`config.mk`:
```
export PLATFORM = sky130hd
export DESIGN_NAME = sevenseg_display_driver
export DESIGN_NICKNAME = d
export VERILOG_FILES = /design/src/rtl/sevenseg_pkg.sv /design/src/rtl/seg_digit_decode.sv /design/src/rtl/sevenseg_display_driver.sv
export SDC_FILE = /design/constraint.sdc
export NUM_CORES = 1
export LEC_CHECK = 0
export BUFFER_PORTS_ARGS = -buffer_cell sky130_fd_sc_hd__buf_2
export CELL_PAD_IN_SITES_DETAIL_PLACEMENT = 0
export CELL_PAD_IN_SITES_GLOBAL_PLACEMENT = 1
export CORE_AREA = 4 4 130 132
export DETAILED_ROUTE_END_ITERATION = 10
export DIE_AREA = 0 0 134 136
export PLACE_DENSITY_LB_ADDON = 0.15
export SLEW_MARGIN = 20
export SYNTH_ARGS = -nofsm -noshare
export SYNTH_HDL_FRONTEND = slang
export SYNTH_HIERARCHICAL = 1
export SYNTH_SLANG_ARGS = --single-unit
```
`constraint.sdc`:
```
create_clock -name clk -period 2.8 [get_ports clk]
set_input_delay 0.28 -clock clk [delete_from_list [all_inputs] [get_ports clk]]
set_output_delay 0.28 -clock clk [all_outputs]
set_load 0.01 [all_outputs]
```
`src/rtl/sevenseg_pkg.sv`:
```
// sevenseg_pkg
// Shared definitions for the seven-segment display driver:
//   - active-low segment patterns {g,f,e,d,c,b,a} for decimal digits 0..9
//   - blank and underscore patterns
//   - converter FSM state type
//   - max_decimal(n): constant function returning 10^n - 1
package sevenseg_pkg;

    localparam logic [6:0] SEG_0          = 7'b1000000;
    localparam logic [6:0] SEG_1          = 7'b1111001;
    localparam logic [6:0] SEG_2          = 7'b0100100;
    localparam logic [6:0] SEG_3          = 7'b0110000;
    localparam logic [6:0] SEG_4          = 7'b0011001;
    localparam logic [6:0] SEG_5          = 7'b0010010;
    localparam logic [6:0] SEG_6          = 7'b0000010;
    localparam logic [6:0] SEG_7          = 7'b1111000;
    localparam logic [6:0] SEG_8          = 7'b0000000;
    localparam logic [6:0] SEG_9          = 7'b0010000;
    localparam logic [6:0] SEG_BLANK      = 7'h7F;
    localparam logic [6:0] SEG_UNDERSCORE = 7'b1110111;

    typedef enum logic {
        ST_IDLE  = 1'b0,
        ST_SHIFT = 1'b1
    } conv_state_e;

    // Largest value representable in n decimal digits (10^n - 1).
    function automatic logic [63:0] max_decimal(input int n);
        logic [63:0] p;
        p = 64'd1;
        for (int i = 0; i < n; i++) begin
            p = p * 64'd10;
        end
        return p - 64'd1;
    endfunction

endpackage

```
`src/rtl/seg_digit_decode.sv`:
```
// seg_digit_decode
// Combinational decoder from one BCD digit to an active-low segment pattern.
// Ports:
//   digit    in  4  BCD digit 0..9 (10..15 render blank)
//   blank    in  1  force the digit dark (leading-zero blanking)
//   overflow in  1  value did not fit; show an underscore instead
//   seg      out 7  active-low pattern {g,f,e,d,c,b,a}
module seg_digit_decode
    import sevenseg_pkg::*;
(
    input  logic [3:0] digit,
    input  logic       blank,
    input  logic       overflow,
    output logic [6:0] seg
);

    // Overflow takes priority over blanking so every digit shows the marker.
    always_comb begin
        seg = SEG_BLANK;
        if (overflow) begin
            seg = SEG_UNDERSCORE;
        end else if (blank) begin
            seg = SEG_BLANK;
        end else begin
            case (digit)
                4'd0:    seg = SEG_0;
                4'd1:    seg = SEG_1;
                4'd2:    seg = SEG_2;
                4'd3:    seg = SEG_3;
                4'd4:    seg = SEG_4;
                4'd5:    seg = SEG_5;
                4'd6:    seg = SEG_6;
                4'd7:    seg = SEG_7;
                4'd8:    seg = SEG_8;
                4'd9:    seg = SEG_9;
                default: seg = SEG_BLANK;
            endcase
        end
    end

endmodule

```
`src/rtl/sevenseg_display_driver.sv`:
```
// sevenseg_display_driver
// Converts a binary value to DIGITS decimal digits with an iterative
// shift-add-3 engine and scans them onto a shared active-low segment bus.
// Ports:
//   clk        in  1       system clock, rising edge
//   rst_n      in  1       asynchronous active-low reset
//   bin_value  in  BIN_W   value to display, sampled on accepted load
//   load       in  1       conversion request
//   blank_lz   in  1       blank leading zeros, sampled with bin_value
//   dp_in      in  DIGITS  decimal point per digit (bit 0 = rightmost)
//   busy       out 1       conversion in progress
//   done       out 1       one-cycle pulse when new digits are committed
//   seg        out 7       active-low segments {g,f,e,d,c,b,a}, registered
//   dp         out 1       active-low decimal point, registered
//   an         out DIGITS  active-low digit enables, registered
//   conv_state out 1       converter FSM state, for observation
//
// Handshake: load is accepted on a rising edge where load=1 and busy=0.
// busy rises from that edge and falls after the commit edge BIN_W cycles
// later; a load seen while busy=1 (including on the commit edge) is dropped,
// nothing is queued.
module sevenseg_display_driver
    import sevenseg_pkg::*;
#(
    parameter int DIGITS      = 4,
    parameter int BIN_W       = 14,
    parameter int REFRESH_DIV = 100000
) (
    input  logic              clk,
    input  logic              rst_n,
    input  logic [BIN_W-1:0]  bin_value,
    input  logic              load,
    input  logic              blank_lz,
    input  logic [DIGITS-1:0] dp_in,
    output logic              busy,
    output logic              done,
    output logic [6:0]        seg,
    output logic              dp,
    output logic [DIGITS-1:0] an,
    output conv_state_e       conv_state
);

    localparam int          BCD_W     = 4 * DIGITS;
    localparam int          CNT_W     = $clog2(BIN_W + 1);
    localparam int          IDX_W     = (DIGITS > 1) ? $clog2(DIGITS) : 1;
    localparam int          REF_W     = $clog2(REFRESH_DIV);
    localparam logic [63:0] MAX_VALUE = max_decimal(DIGITS);

    // ------------------------------------------------------------------
    // Converter state
    // ------------------------------------------------------------------
    conv_state_e       state, state_next;
    logic              load_accept;
    logic              commit;

    logic [BIN_W-1:0]  shift_bin;
    logic [BCD_W-1:0]  shift_bcd;
    logic [CNT_W-1:0]  iter_cnt;
    logic              pend_blank;
    logic [DIGITS-1:0] pend_dp;
    logic              pend_ovf;

    logic [BCD_W-1:0]  bcd_adj;
    logic [BCD_W-1:0]  bcd_shifted;
    logic [BIN_W-1:0]  bin_shifted;
    logic [63:0]       bin_ext;
    logic              ovf_now;

    // Display registers: only ever written on commit.
    logic [BCD_W-1:0]  disp_bcd;
    logic              disp_blank;
    logic [DIGITS-1:0] disp_dp;
    logic              disp_ovf;

    assign busy       = (state == ST_SHIFT);
    assign conv_state = state;

    // Overflow compared in 64 bits so any BIN_W/DIGITS mix compares cleanly.
    always_comb begin
        bin_ext = 64'(bin_value);
        ovf_now = (bin_ext > MAX_VALUE);
    end

    // Add-3 correction on every nibble >= 5, then shift {bcd, bin} left.
    always_comb begin
        bcd_adj = shift_bcd;
        for (int i = 0; i < DIGITS; i++) begin
            if (shift_bcd[i*4 +: 4] >= 4'd5) begin
                bcd_adj[i*4 +: 4] = shift_bcd[i*4 +: 4] + 4'd3;
            end
        end
        bcd_shifted = {bcd_adj[BCD_W-2:0], shift_bin[BIN_W-1]};
        bin_shifted = shift_bin << 1;
    end

    always_comb begin
        state_next  = state;
        load_accept = 1'b0;
        commit      = 1'b0;
        case (state)
            ST_IDLE: begin
                if (load) begin
                    load_accept = 1'b1;
                    state_next  = ST_SHIFT;
                end
            end
            ST_SHIFT: begin
                // The edge that performs the final shift also commits its result.
                if (iter_cnt == CNT_W'(1)) begin
                    commit     = 1'b1;
                    state_next = ST_IDLE;
                end
            end
            default: state_next = ST_IDLE;
        endcase
    end

    always_ff @(posedge clk or negedge rst_n) begin
        if (!rst_n) begin
            state <= ST_IDLE;
        end else begin
            state <= state_next;
        end
    end

    always_ff @(posedge clk or negedge rst_n) begin
        if (!rst_n) begin
            shift_bin  <= '0;
            shift_bcd  <= '0;
            iter_cnt   <= '0;
            pend_blank <= 1'b1;
            pend_dp    <= '0;
            pend_ovf   <= 1'b0;
        end else if (load_accept) begin
            shift_bin  <= bin_value;
            shift_bcd  <= '0;
            iter_cnt   <= CNT_W'(BIN_W);
            pend_blank <= blank_lz;
            pend_dp    <= dp_in;
            pend_ovf   <= ovf_now;
        end else if (state == ST_SHIFT) begin
            shift_bin  <= bin_shifted;
            shift_bcd  <= bcd_shifted;
            iter_cnt   <= iter_cnt - CNT_W'(1);
        end
    end

    always_ff @(posedge clk or negedge rst_n) begin
        if (!rst_n) begin
            disp_bcd   <= '0;
            disp_blank <= 1'b1;
            disp_dp    <= '0;
            disp_ovf   <= 1'b0;
            done       <= 1'b0;
        end else begin
            done <= commit;
            if (commit) begin
                disp_bcd   <= bcd_shifted;
                disp_blank <= pend_blank;
                disp_dp    <= pend_dp;
                disp_ovf   <= pend_ovf;
            end
        end
    end

    // ------------------------------------------------------------------
    // Refresh scanning
    // ------------------------------------------------------------------
    logic [REF_W-1:0] ref_cnt;
    logic [IDX_W-1:0] scan_idx;
    logic             ref_wrap;

    assign ref_wrap = (ref_cnt == REF_W'(REFRESH_DIV - 1));

    always_ff @(posedge clk or negedge rst_n) begin
        if (!rst_n) begin
            ref_cnt  <= '0;
            scan_idx <= '0;
        end else if (ref_wrap) begin
            ref_cnt <= '0;
            if (scan_idx == IDX_W'(DIGITS - 1)) begin
                scan_idx <= '0;
            end else begin
                scan_idx <= scan_idx + IDX_W'(1);
            end
        end else begin
            ref_cnt <= ref_cnt + REF_W'(1);
        end
    end

    // Digit mux plus position of the most significant nonzero digit
    // (0 when the whole value is zero, so digit 0 always shows).
    logic [3:0]       cur_digit;
    logic             cur_dp;
    logic [IDX_W-1:0] ms_idx;
    logic             cur_blank;
    logic [6:0]       dec_seg;

    always_comb begin
        cur_digit = '0;
        cur_dp    = 1'b0;
        ms_idx    = '0;
        for (int i = 0; i < DIGITS; i++) begin
            if (IDX_W'(i) == scan_idx) begin
                cur_digit = disp_bcd[i*4 +: 4];
                cur_dp    = disp_dp[i];
            end
            if (disp_bcd[i*4 +: 4] != 4'd0) begin
                ms_idx = IDX_W'(i);
            end
        end
        cur_blank = disp_blank && (scan_idx > ms_idx);
    end

    seg_digit_decode u_decode (
        .digit    (cur_digit),
        .blank    (cur_blank),
        .overflow (disp_ovf),
        .seg      (dec_seg)
    );

    always_ff @(posedge clk or negedge rst_n) begin
        if (!rst_n) begin
            seg <= SEG_BLANK;
            dp  <= 1'b1;
            an  <= '1;
        end else begin
            seg <= dec_seg;
            dp  <= disp_ovf ? 1'b1 : ~cur_dp;
            an  <= ~(DIGITS'(1) << scan_idx);
        end
    end

endmodule

```
==> results by group, run 1 <==
Worst setup path
  – Crit Path Max Fanout: 10
  – Startpoint Class: register
  – WP data arrival: 2.72 ns
  – Critical Path RT: slightly above 3 ns
  – Critical path cell sequence: inv_1, ha_1, clkinv_1, o211ai_1, o21ai_0, o21ai_0, inv_1, ha_1, nor2b_4, a2111oi_4, nor3_2
  – Slowest cell on crit path: dfrtp_1
  – Crit Path Category: reg2reg
  – Crit path capture type: register
  – Critical Path Max Stage Delay: between 0.4 and 0.5 ns

Clocking
  – Worst-Skew Late Latency: ~0.34 ns
  – Clock sinks: 95
  – CTS root buf: clkbuf_16
  – Post-CTS Setup Bufs: 0
  – Cts hold-fix bufs: 0
  – CTS-repair resized insts: 0
  – Clk buf depth: 2
  – CTS tree: done
  – Max H-tree Level: 3
  – Clk slew on worst S/H paths: roughly 0.06 ns
  – Num CTS Buffers: 9

Route
  – Remaining DRCs: 0
  – DRT iter0 DRCs: around 150
  – Post-DRT Antenna Nets: 0
  – Total wire length: 9.84 mm
  – DR vias: 3187
  – Routed len/inst: roughly 14 um
  – Vias per cell: 4.53
  – 1st-pass router iterations: 4

Logic synthesis
  – Net count after synthesis: between 400 and 500
  – Sequential area share after synthesis: 0.515
  – Syn avg cell area: ~10 um^2
  – Asr flop ratio synth: 1.00
  – Prevailing post-synth register cell: dfrtp_1
  – Post-synth EDFFs: 0
  – Post-synthesis cell type count: 44
  – Ys Warns: 6
  – Post-Synthesis Cells: roughly 450
  – Register bit count reported by yosys: 95
  – Mapped cell area: roughly 0.0047 mm^2

Cells and area
  – N_diodes: 0
  – Final core occ: 0.345
  – Finished Layout Cells: between 700 and 800
  – Net count reported at finish: between 500 and 600
  – Layout cells sized above 1: 0.201
  – Synth-to-Final Area Change: 16.4%
  – Final Instance Area: around 0.0054 mm^2

STA
  – Actual slew at the worst max-slew pin: between 0.7 and 0.8 ns
  – Worst Skew: ~0.0053 ns
  – Hold WS: -0.00925 ns
  – Max_slew headroom: 0.524
  – Final setup margin: between 0.3 and 0.4 ns
  – RSZ-0062 raised after global routing: false
  – Min Tclk post-route: 2.45 ns
  – Setup Viol. Count Final: 0
  – Achievable Freq: roughly 400 MHz
  – Final Hold Vio Count: 14
  – Post-route clock period utilization: 0.875
  – Final slew viol count: 0
  – Setup TNS Final: 0 ns

Global routing
  – Vias in the first global route: approximately 3100
  – GRT Resource Usage Total: 0.117
  – Total gr overflow: 0
  – Initial antenna violation count: 0
  – Pin count of the biggest net entering global routing: 53
  – First-pass GRT wire length: around 16 mm

Power
  – Static leakage: ~2.5 nW
  – VDD IR max: 0.389 mV
  – Pwr Total: around 5.4 mW
  – Power Dens Cells: ~1000 mW/mm^2

Die
  – Initial Utilization: 0.296
  – Core ar.: approximately 0.016 mm^2
  – Die width: around 130 um
  – Site Rows: 46
  – Boundary pin count: 37
  – Die Span Y: ~140 um
  – Die area: 0.0182 mm^2

Placed design
  – Pre-CTS WS: approximately 0.34 ns
  – RePlAce Congestion: 0.755
  – Buffers on Ports: 36
  – DP Wirelength: 6.87 mm
  – Post-Place Cell Area: slightly above 0.005 mm^2
  – Placed Cells: 689

Min path
  – HP Class: in2async

Outcome
  – Violations in the final reports: hold timing
  – Outcome: finished with violations

Job
  – Max-Cap Viols: 0
## where the power goes
group | internal, mW | leakage [nW] | switching, mW | total, mW
Clock | 0.806 | 0.153 | 0.522 | 1.33
Combinational | 0.885 | 1.13 | 0.981 | 1.87
Sequential | 1.90 | 1.18 | 0.327 | 2.22
## Yosys cell counts (7+ instances only)
| cell | n | area (um^2) |
|---|---|---|
| xnor2_1 | 16 | 140 |
| ha_1 | 22 | 275 |
| clkbuf_1 | 11 | 41.3 |
| o21ai_0 | 35 | 175 |
| inv_1 | 21 | 78.8 |
| a22o_1 | 13 | 114 |
| nor2_1 | 31 | 116 |
| dfstp_2 | 14 | 368 |
| a21oi_1 | 12 | 60.1 |
| nand2b_1 | 8 | 50.1 |
| mux2i_1 | 22 | 220 |
| nand4_1 | 7 | 43.8 |
| nand2_1 | 71 | 267 |
| dfrtp_1 | 81 | 2030 |
| mux2_2 | 15 | 169 |
## worst paths after layout
| kind | startpoint | to | slack [ns] | cells after the start |
|---|---|---|---|---|
| worst max-delay path | scan_idx[0] | seg[3] | 0.35 | 11 |
| worst min-delay path | rst_n | ref_cnt[13] | -0.009 | 1 |
| worst max register to register | scan_idx[0] | seg[3] | 0.35 | 11 |
| worst min register to register | pend_blank | disp_blank | 0.46 | 2 |
| max in group asynchronous | rst_n | disp_bcd[3] | 2.13 | 2 |
| min in group clk | dp_in[0] | pend_dp[0] | 0.16 | 2 |
## layer usage
metal | share of wire | GRT usage
met1 | 0.49 | 0.157
met2 | 0.46 | 0.179
met3 | 0.032 | 0.0266
met4 | 0.021 | 0.0531
met5 | 0 | 0
## critical path, delay by kind of cell (launching register included)
kind | cells | cell delay (ns)
adders and majority gates | 2 | 0.40
buffers and inverters | 3 | 0.49
AOI/OAI and AO/OA | 4 | 0.86
DFF | 1 | 0.42
and+or+nand+nor | 2 | 0.22
## cells by family (layout without fill, tap and decap cells)
group / Yosys count / count (layout) / share of synthesized area
compound gates: 78 / 78 / 0.106
buf+inv: 42 / 85 / 0.0403
flops: 95 / 95 / 0.515
xor+xnor: 21 / 21 / 0.0395
mux: 38 / 38 / 0.0860
fa+ha+maj: 22 / 22 / 0.0591
simple gates: 149 / 149 / 0.154
## registers in the layout, indices dropped and copies added (netlist names)
register    count
scan_idx        2
seg             7
disp_ovf        1
pend_blank      1
busy            1
shift_bcd      16
done            1
ref_cnt        17
pend_ovf        1
iter_cnt        4
dp              1
pend_dp         4
disp_blank      1
disp_bcd       16
an              4
disp_dp         4
shift_bin      14
## area by class of cell
cell class	count	area, um^2
clock buffers	12	246
clock inverters	3	68.8
fillers	1598	10300
inverters	23	86.3
multi-input cells	308	2070
flip-flops and latches	95	2390
well taps	216	270
repair buffers	47	278
## layout by cell type, fill, tap and decap left out, types with 2 or more instances in the layout
master and n:
a21oi_1 12, a22o_1 13, a22oi_1 2, a31oi_1 4
and4bb_2 2, buf_2 35, buf_4 11, bufinv_16 2
clkbuf_1 2, clkbuf_16 9, clkinv_1 2, dfrtp_1 81
dfstp_2 14, ha_1 22, inv_1 21, mux2_2 15
mux2i_1 22, nand2_1 71, nand2b_1 8, nand3_1 6
nand4_1 7, nor2_1 31, nor2b_1 2, nor3_1 5
nor3_2 2, nor3b_1 2, nor4_1 5, o211ai_1 4
o21a_1 2, o21ai_0 35, o21ai_1 2, or4_1 2
xnor2_1 16, xor2_1 5
Note: power is estimated with default switching activity, not from simulation.
==> run 2, diff against run 1 <==
--- a/config.mk
+++ b/config.mk
@@ -15,5 +15,4 @@
 export SLEW_MARGIN = 20
 export SYNTH_ARGS = -nofsm -noshare
 export SYNTH_HDL_FRONTEND = slang
-export SYNTH_HIERARCHICAL = 1
 export SYNTH_SLANG_ARGS = --single-unit
==> run 2 against run 1 <==
The flow now finishes without violations. Synthesized cell count grew 2.0%. Worst hold slack better by 0.095 ns. Area after synthesis fell by 0.70%. Routed wire length down 3.4%. Flip-flop and latch count did not move. Setup slack improved by 0.093 ns. Largest power group unchanged. Sequential power about the same.
==> results by group, run 2 <==
Placed design
  – RePlAce Congestion: 0.777 (+2.9%)
  – Placed Cells: 694 (+0.73%)
  – Post-Place Cell Area: 0.00504 mm^2 (-1.2%)
  – Buffers on Ports: 36 (unchanged)
  – DP Wirelength: 6.73 mm (-2.0%)

Logic synthesis
  – Most frequent cell after synthesis: nand2_1
  – Ys Warns: 0 (-6)
  – Post-Synthesis Cells: 454 (+2.0%)
  – Sequential area share after synthesis: 0.518 (+0.00362)
  – Syn avg cell area: 10.2 um^2 (-2.7%)
  – Post-synthesis cell type count: 57 (+30%)
  – Prevailing post-synth register cell: dfrtp_1
  – Post-synthesis mux area share: 0.0604 (-0.0257)
  – Simple-gate share of the synthesized area: 0.171 (+0.0165)
  – Compound-cell area share of the yosys netlist: 0.118 (+0.0113)
  – Most frequent cells after synthesis: 85 x nand2_1, 81 x dfrtp_1, 28 x o21ai_0
  – Mapped cell area: 0.00462 mm^2 (-0.70%)
  – Synth top area share: 0.439 (+0.00307)
  – Register bit count reported by yosys: 95 (unchanged)
  – Net count after synthesis: 498 (+1.8%)
  – Largest family of logic cells by synthesized area: simple AND/OR/NAND/NOR gates
  – Post-synth EDFFs: 0 (unchanged)
  – Asr flop ratio synth: 1.00 (unchanged)
  – Ranking of synthesized cells by area: dfrtp_1 44%, dfstp_2 8.0%, nand2_1 6.9%, ha_1 6.0%, mux2i_1 4.3%
  – Synth area leader: dfrtp_1
  – Synth Area in Adders: 0.0596 (+0.000416)
  – XOR/XNOR Fraction of Synth Area: 0.0379 (-0.00162)

Cells and area
  – Layout cells sized above 1: 0.180 (-0.0207)
  – Area of the multi-input gates: 0.00206 mm^2 (-0.48%)
  – Net count reported at finish: 533 (+0.95%)
  – Synth-to-Final Area Change: 16.2%
  – Finished Layout Cells: 710 (+0.85%)
  – N_diodes: 0 (unchanged)
  – Most common cell after layout, fill and taps aside: nand2_1
  – Most flops, register: ref_cnt
  – Fillers: 1600 (+0.13%)
  – Max reg flops: 17 (unchanged)
  – Final Instance Area: 0.00537 mm^2 (-0.83%)
  – Register area: 0.00239 mm^2 (unchanged)
  – Most frequent cells in the layout: 85 x nand2_1, 81 x dfrtp_1, 35 x buf_2
  – Top Registers: ref_cnt: 17 flops, disp_bcd: 16 flops, shift_bcd: 16 flops

Power
  – Sequential Power Share: 0.412 (+0.002)
  – VDD IR max: 0.358 mV (-8.1%)
  – Switching part of the total: 0.344 (+0.00634)
  – Static leakage: 2.51 nW (+1.8%)
  – Power Dens Cells: 999 mW/mm^2 (-0.13%)
  – Sw Pwr: 1.85 mW (+0.90%)
  – Pwr Total: 5.37 mW (-0.96%)
  – Comb power frac: 0.336 (-0.008)
  – Internal power: 3.52 mW (-1.9%)
  – Power share of the clock group: 0.252 (+0.007)

Clocking
  – Max H-tree Level: 3 (unchanged)
  – Post-CTS Setup Bufs: 0 (unchanged)
  – Clk slew on worst S/H paths: 0.07 ns (about the same)
  – CTS tree: done
  – Worst-Skew Late Latency: 0.34 ns (about the same)
  – Num CTS Buffers: 9 (unchanged)
  – Cts hold-fix bufs: 0 (unchanged)
  – CTS root buf: clkbuf_16
  – CTS-repair resized insts: 0 (unchanged)
  – Clk buf depth: 2 (unchanged)
  – Clock sinks: 95 (unchanged)

Global routing
  – Initial antenna violation count: 0 (unchanged)
  – GRT Resource Usage Total: 0.111 (-0.00585)
  – Pin count of the biggest net entering global routing: 75 (+42%)
  – Total gr overflow: 0 (unchanged)
  – Vias in the first global route: 3137 (-0.16%)
  – First-pass GRT wire length: 16.1 mm (-2.3%)

Die
  – Core ar.: 0.0157 mm^2 (unchanged)
  – Die Span Y: 136 um (unchanged)
  – Die area: 0.0182 mm^2 (unchanged)
  – Site Rows: 46 (unchanged)
  – Boundary pin count: 37 (unchanged)
  – Initial Utilization: 0.294 (-0.00207)
  – Die width: 134 um (unchanged)

Min path
  – HP Class: in2async

Route
  – DR vias: 3163 (-0.75%)
  – 1st-pass router iterations: 4 (unchanged)
  – Post-DRT Antenna Nets: 0 (unchanged)
  – Total wire length: 9.51 mm (-3.4%)
  – Routed len/inst: 13.4 um (-4.2%)
  – Remaining DRCs: 0 (unchanged)
  – Vias per cell: 4.45 (-1.6%)
  – DRT iter0 DRCs: 206 (+41%)

STA
  – Final slew viol count: 0 (unchanged)
  – Min Tclk post-route: 2.36 ns (-0.0931 ns)
  – Actual slew at the worst max-slew pin: 0.946 ns (+0.232 ns)
  – RSZ-0062 raised after global routing: false
  – Hold WS: 0.0856 ns (+0.0949 ns)
  – Setup TNS Final: 0 ns (unchanged)
  – Final Hold Vio Count: 0 (-14)
  – Post-route clock period utilization: 0.842 (-0.0332)
  – Achievable Freq: 424 MHz (+4.0%)
  – Max_slew headroom: 0.369 (-0.155)
  – Setup Viol. Count Final: 0 (unchanged)
  – Worst Skew: 0.0108 ns (+0.00555 ns)

Worst setup path
  – Crit path capture type: register
  – Startpoint Class: register
  – Critical Path Max Stage Delay: 0.40 ns (-0.02 ns)
  – Slowest cell on crit path: dfrtp_1
  – Most used cell, CP: ha_1
  – Crit Path Category: reg2reg
  – Critical Path RT: 3.06 ns (about the same)
  – Crit Path Max Fanout: 6 (-4)
  – Critical path cell sequence: inv_1, ha_1, nand2_1, o211ai_1, o221ai_1, ha_1, a21o_1, a211o_1
  – WP data arrival: 2.62 ns (-0.10 ns)

Job
  – Max-Cap Viols: 0 (unchanged)

Outcome
  – Outcome: complete, no violations
==> run 2: worst paths after layout <==
| kind | startpoint | end | slack (ns) | cells past startpoint |
|---|---|---|---|---|
| worst min-delay path | rst_n | ref_cnt[14] | 0.09 | 1 |
| worst max register to register | scan_idx[0] | seg[1] | 0.44 | 8 |
| max in group asynchronous | rst_n | shift_bcd[11] | 2.00 | 2 |
| worst min register to register | pend_blank | disp_blank | 0.45 | 2 |
| min in group clk | dp_in[2] | pend_dp[2] | 0.17 | 2 |
| worst max-delay path | scan_idx[0] | seg[1] | 0.44 | 8 |
==> run 2: cell type report <==
cell class,count,share of cell area
inverters,21,0.0147
clock buffers,10,0.0445
clock inverters,6,0.0170
multi-input cells,319,0.384
repair buffers,43,0.0438
well taps,216,0.0503
flip-flops and latches,95,0.446
==> run 2: metrics by stage <==
stage	util	worst slack, ns
CTS	0.342	0.432
global route	0.342	0.247
finish	0.342	0.443
floorplan	-	0.705
global placement	0.321	0.507
detailed placement	0.321	0.458
==> run 2: layer usage <==
metal / share of wire / track usage / up-vias
met2: 0.45 / 0.169 / 29
met4: 0.013 / 0.0377 / 0
met5: 0 / 0 / -
met3: 0.031 / 0.0281 / 7
met1: 0.51 / 0.154 / 1494
li1: - / - / 1633
==> run 2: critical path: cells and delay by family, from the launching register on <==
family	cells	cell delay [ns]
flops	1	0.40
simple gates	1	0.09
compound gates	4	0.91
fa+ha+maj	2	0.74
buf+inv	1	0.15
==> run 2: kinds of logic (layout without fill, tap and decap cells) <==
kind of cell	after synthesis	after routing
buffers and inverters	40	80
flip-flops	95	95
multiplexers	27	27
AND/OR/NAND/NOR	167	167
AO/OA/AOI/OAI	83	83
adder cells (fa/ha/maj)	22	22
XOR/XNOR	20	20
==> run 2: power by group through the flow <==
| stage | registers [mW] | logic [mW] | clock network [mW] |
|---|---|---|---|
| 6_report | 2.21 | 1.80 | 1.35 |
| 5_1_grt | 2.29 | 2.09 | 1.47 |
| 4_1_cts | 2.22 | 1.84 | 1.42 |
| 3_5_place_dp | 2.25 | 1.83 | 0 |
| 3_3_place_gp | 2.24 | 1.82 | 0 |
| 2_1_floorplan | 2.18 | 1.38 | 0 |
==> run 3, diff against run 2 <==
--- a/config.mk
+++ b/config.mk
@@ -5,6 +5,7 @@
 export SDC_FILE = /design/constraint.sdc
 export NUM_CORES = 1
 export LEC_CHECK = 0
+export ABC_AREA = 1
 export BUFFER_PORTS_ARGS = -buffer_cell sky130_fd_sc_hd__buf_2
 export CELL_PAD_IN_SITES_DETAIL_PLACEMENT = 0
 export CELL_PAD_IN_SITES_GLOBAL_PLACEMENT = 1
==> constraint.sdc (replaced) <==
create_clock -name clk -period 1.9 [get_ports clk]
set_input_delay 0.19 -clock clk [delete_from_list [all_inputs] [get_ports clk]]
set_output_delay 0.19 -clock clk [all_outputs]
set_load 0.01 [all_outputs]
==> run 3 against run 2 <==
Combinational power grew 77%. Area after synthesis grew 0.38%. Highest routed layer unchanged. Fmax rose by 21%. Core utilization is 2.1 points higher. Largest power group unchanged. Routed wire length up 15%. Critical endpoint is now seg[4]. The run now ends with setup timing left. Worst hold slack got worse by 0.041 ns. Die area stayed put. Power grew 55%. Non-clock buffer count rose by 30. Sequential power increased by 45%.
==> results by group, run 3 <==
Logic synthesis
  – Post-Synthesis Cells: 529 (+17%)
  – Largest family of logic cells by synthesized area: simple AND/OR/NAND/NOR gates
  – Synth top area share: 0.437 (-0.00166)
  – Synth Area in Adders: 0.0593 (-0.000225)
  – Most frequent cell after synthesis: nand2_1
  – XOR/XNOR Fraction of Synth Area: 0.0245 (-0.0134)
  – Net count after synthesis: 573 (+15%)
  – Asr flop ratio synth: 1.00 (unchanged)
  – Ys Warns: 0 (unchanged)
  – Most frequent cells after synthesis: 116 x nand2_1, 81 x dfrtp_1, 77 x inv_1
  – Register bit count reported by yosys: 95 (unchanged)
  – Sequential area share after synthesis: 0.516 (-0.00196)
  – Prevailing post-synth register cell: dfrtp_1
  – Mapped cell area: 0.00464 mm^2 (+0.38%)
  – Synth area leader: dfrtp_1
  – Syn avg cell area: 8.77 um^2 (-14%)
  – Compound-cell area share of the yosys netlist: 0.136 (+0.0182)
  – Post-synthesis cell type count: 35 (-39%)
  – Post-synth EDFFs: 0 (unchanged)
  – Ranking of synthesized cells by area: dfrtp_1 44%, nand2_1 9.4%, dfstp_2 7.9%, inv_1 6.2%, ha_1 5.9%
  – Simple-gate share of the synthesized area: 0.183 (+0.0126)
  – Post-synthesis mux area share: 0 (-0.0604)

STA
  – Final slew viol count: 0 (unchanged)
  – Final setup margin: -0.0421 ns (-0.485 ns)
  – Final Hold Vio Count: 0 (unchanged)
  – Post-route clock period utilization: 1.02 (+0.180)
  – Max_slew headroom: 0.400 (+0.0310)
  – Actual slew at the worst max-slew pin: 0.899 ns (-0.0474 ns)
  – Achievable Freq: 515 MHz (+21%)
  – Setup Viol. Count Final: 6 (+6)
  – Worst Skew: 0.00741 ns (-0.00339 ns)
  – Min Tclk post-route: 1.94 ns (-0.415 ns)
  – RSZ-0062 raised after global routing: true

Global routing
  – GRT Resource Usage Total: 0.129 (+0.0178)
  – Pin count of the biggest net entering global routing: 45 (-40%)
  – Initial antenna violation count: 0 (unchanged)
  – Total gr overflow: 0 (unchanged)
  – First-pass GRT wire length: 18.7 mm (+16%)
  – Vias in the first global route: 3698 (+18%)

Clocking
  – Clock sinks: 95 (unchanged)
  – CTS tree: done
  – Clk buf depth: 2 (unchanged)
  – Clk slew on worst S/H paths: 0.07 ns (about the same)
  – CTS root buf: clkbuf_16
  – Worst-Skew Late Latency: 0.35 ns (about the same)
  – Max H-tree Level: 3 (unchanged)
  – Num CTS Buffers: 9 (unchanged)

Min path
  – WHS Path Cells: 3
  – HP Class: in2reg

Cells and area
  – Synth-to-Final Area Change: 22.9%
  – Top Registers: ref_cnt: 17 flops, disp_bcd: 16 flops, shift_bcd: 16 flops
  – Net count reported at finish: 645 (+21%)
  – Finished Layout Cells: 822 (+16%)
  – Fillers: 1606 (+0.38%)
  – Max reg flops: 17 (unchanged)
  – N_diodes: 0 (unchanged)
  – Most common cell after layout, fill and taps aside: nand2_1
  – Layout cells sized above 1: 0.221 (+0.0410)
  – Most flops, register: ref_cnt
  – Most frequent cells in the layout: 115 x nand2_1, 80 x dfrtp_1, 75 x inv_1

Route
  – 1st-pass router iterations: 7 (+3)
  – DR vias: 3681 (+16%)
  – Vias per cell: 4.48 (+0.52%)
  – Total wire length: 10.9 mm (+15%)
  – DRT iter0 DRCs: 195 (-5.3%)
  – Remaining DRCs: 0 (unchanged)
  – Routed len/inst: 13.3 um (-0.61%)
  – Post-DRT Antenna Nets: 0 (unchanged)

Die
  – Initial Utilization: 0.295 (+0.00111)
  – Site Rows: 46 (unchanged)
  – Die Span Y: 136 um (unchanged)
  – Boundary pin count: 37 (unchanged)
  – Core ar.: 0.0157 mm^2 (unchanged)
  – Die width: 134 um (unchanged)
  – Die area: 0.0182 mm^2 (unchanged)

Placed design
  – RePlAce Congestion: 0.781 (+0.51%)
  – Buffers on Ports: 36 (unchanged)
  – Placed Cells: 803 (+16%)
  – DP Wirelength: 8.09 mm (+20%)

Power
  – Pwr Total: 8.30 mW (+55%)
  – Power Dens Cells: 1460 mW/mm^2 (+46%)
  – VDD IR max: 0.558 mV (+56%)
  – Static leakage: 2.75 nW (+9.7%)

Outcome
  – Outcome: finished with violations
  – Violations in the final reports: setup timing

Worst setup path
  – Crit path capture type: register
  – Startpoint Class: register
  – Crit Path Category: reg2reg
  – WP data arrival: 2.22 ns (-0.40 ns)
  – Worst r2r path cells: 11 (+3)
  – Crit Path Max Fanout: 2 (-4)
  – Critical Path RT: 2.18 ns (-0.88 ns)

Job
  – Max-Cap Viols: 0 (unchanged)
[run 3: metrics by stage]
stage | hold WS, ns | worst slack [ns] | setup TNS [ns] | util | area (um^2)
6_report | 0.0450 | -0.0421 | -0.125 | 0.363 | 5700
5_1_grt | 0.0518 | -0.167 | -1.02 | 0.363 | 5700
4_1_cts | 0.0297 | -0.0679 | -0.276 | 0.361 | 5670
3_5_place_dp | 0.186 | -0.142 | -0.776 | 0.338 | 5300
3_3_place_gp | 0.186 | -0.117 | -0.690 | 0.338 | 5300
2_1_floorplan | -0.106 | 0.0463 | 0 | - | 4640
[run 3: final cells by class]
class,count,area (um^2),share of cell area
Clock buffer,9,225,0.0395
Timing Repair Buffer,73,475,0.0834
Tap cell,216,270,0.0474
Sequential cell,95,2400,0.420
Clock inverter,7,83.8,0.0147
Multi-Input combinational cell,338,1940,0.339
Inverter,84,315,0.0553
[run 3: repair_timing]
item                                   CTS  global route
setup endpoints to repair                7             7
hold buffers                             1             0
resized for setup                       10             6
endpoints found under the hold margin   22             0
pin swaps                                5             8
setup buffers                            0             2
[run 3: kinds of logic after synthesis]
group / Yosys count
AO/OA/AOI/OAI: 109
XOR/XNOR: 13
adder cells (fa/ha/maj): 22
buffers and inverters: 96
flip-flops: 95
AND/OR/NAND/NOR: 194
[run 3: critical path, cell delays in order, from the launching register on]
cell      delay (ns)
dfrtp_1         0.41
nor4_4          0.33
inv_1           0.08
nor2_2          0.09
ha_1            0.24
inv_1           0.07
nor2_2          0.03
o211ai_1        0.25
buf_4           0.17
nand2_2         0.04
a21oi_2         0.10
nand2_1         0.06
[run 3: per-layer routing]
layer / vias up / track usage / part of all wire
met3: 10 / 0.0226 / 0.032
met5: - / 0 / 0
met2: 54 / 0.183 / 0.42
li1: 1876 / - / -
met4: 0 / 0.0497 / 0.016
met1: 1741 / 0.193 / 0.53
[run 3: final timing paths]
path                         startpoint            to  slack [ns]
max in group asynchronous         rst_n         an[1]        0.89
max reg2reg                disp_bcd[15]        seg[4]       -0.04
min                        bin_value[3]  shift_bin[3]        0.05
min in group asynchronous         rst_n   ref_cnt[16]        0.34
max                        disp_bcd[15]        seg[4]       -0.04
min reg2reg                  ref_cnt[0]    ref_cnt[0]        0.46
[run 3: power by group]
part | internal, mW | leakage, nW | switching (mW)
combinational | 1.27 | 1.43 | 1.93
clock | 1.05 | 0.149 | 0.859
sequential | 2.80 | 1.18 | 0.400
total | 5.11 | 2.75 | 3.19
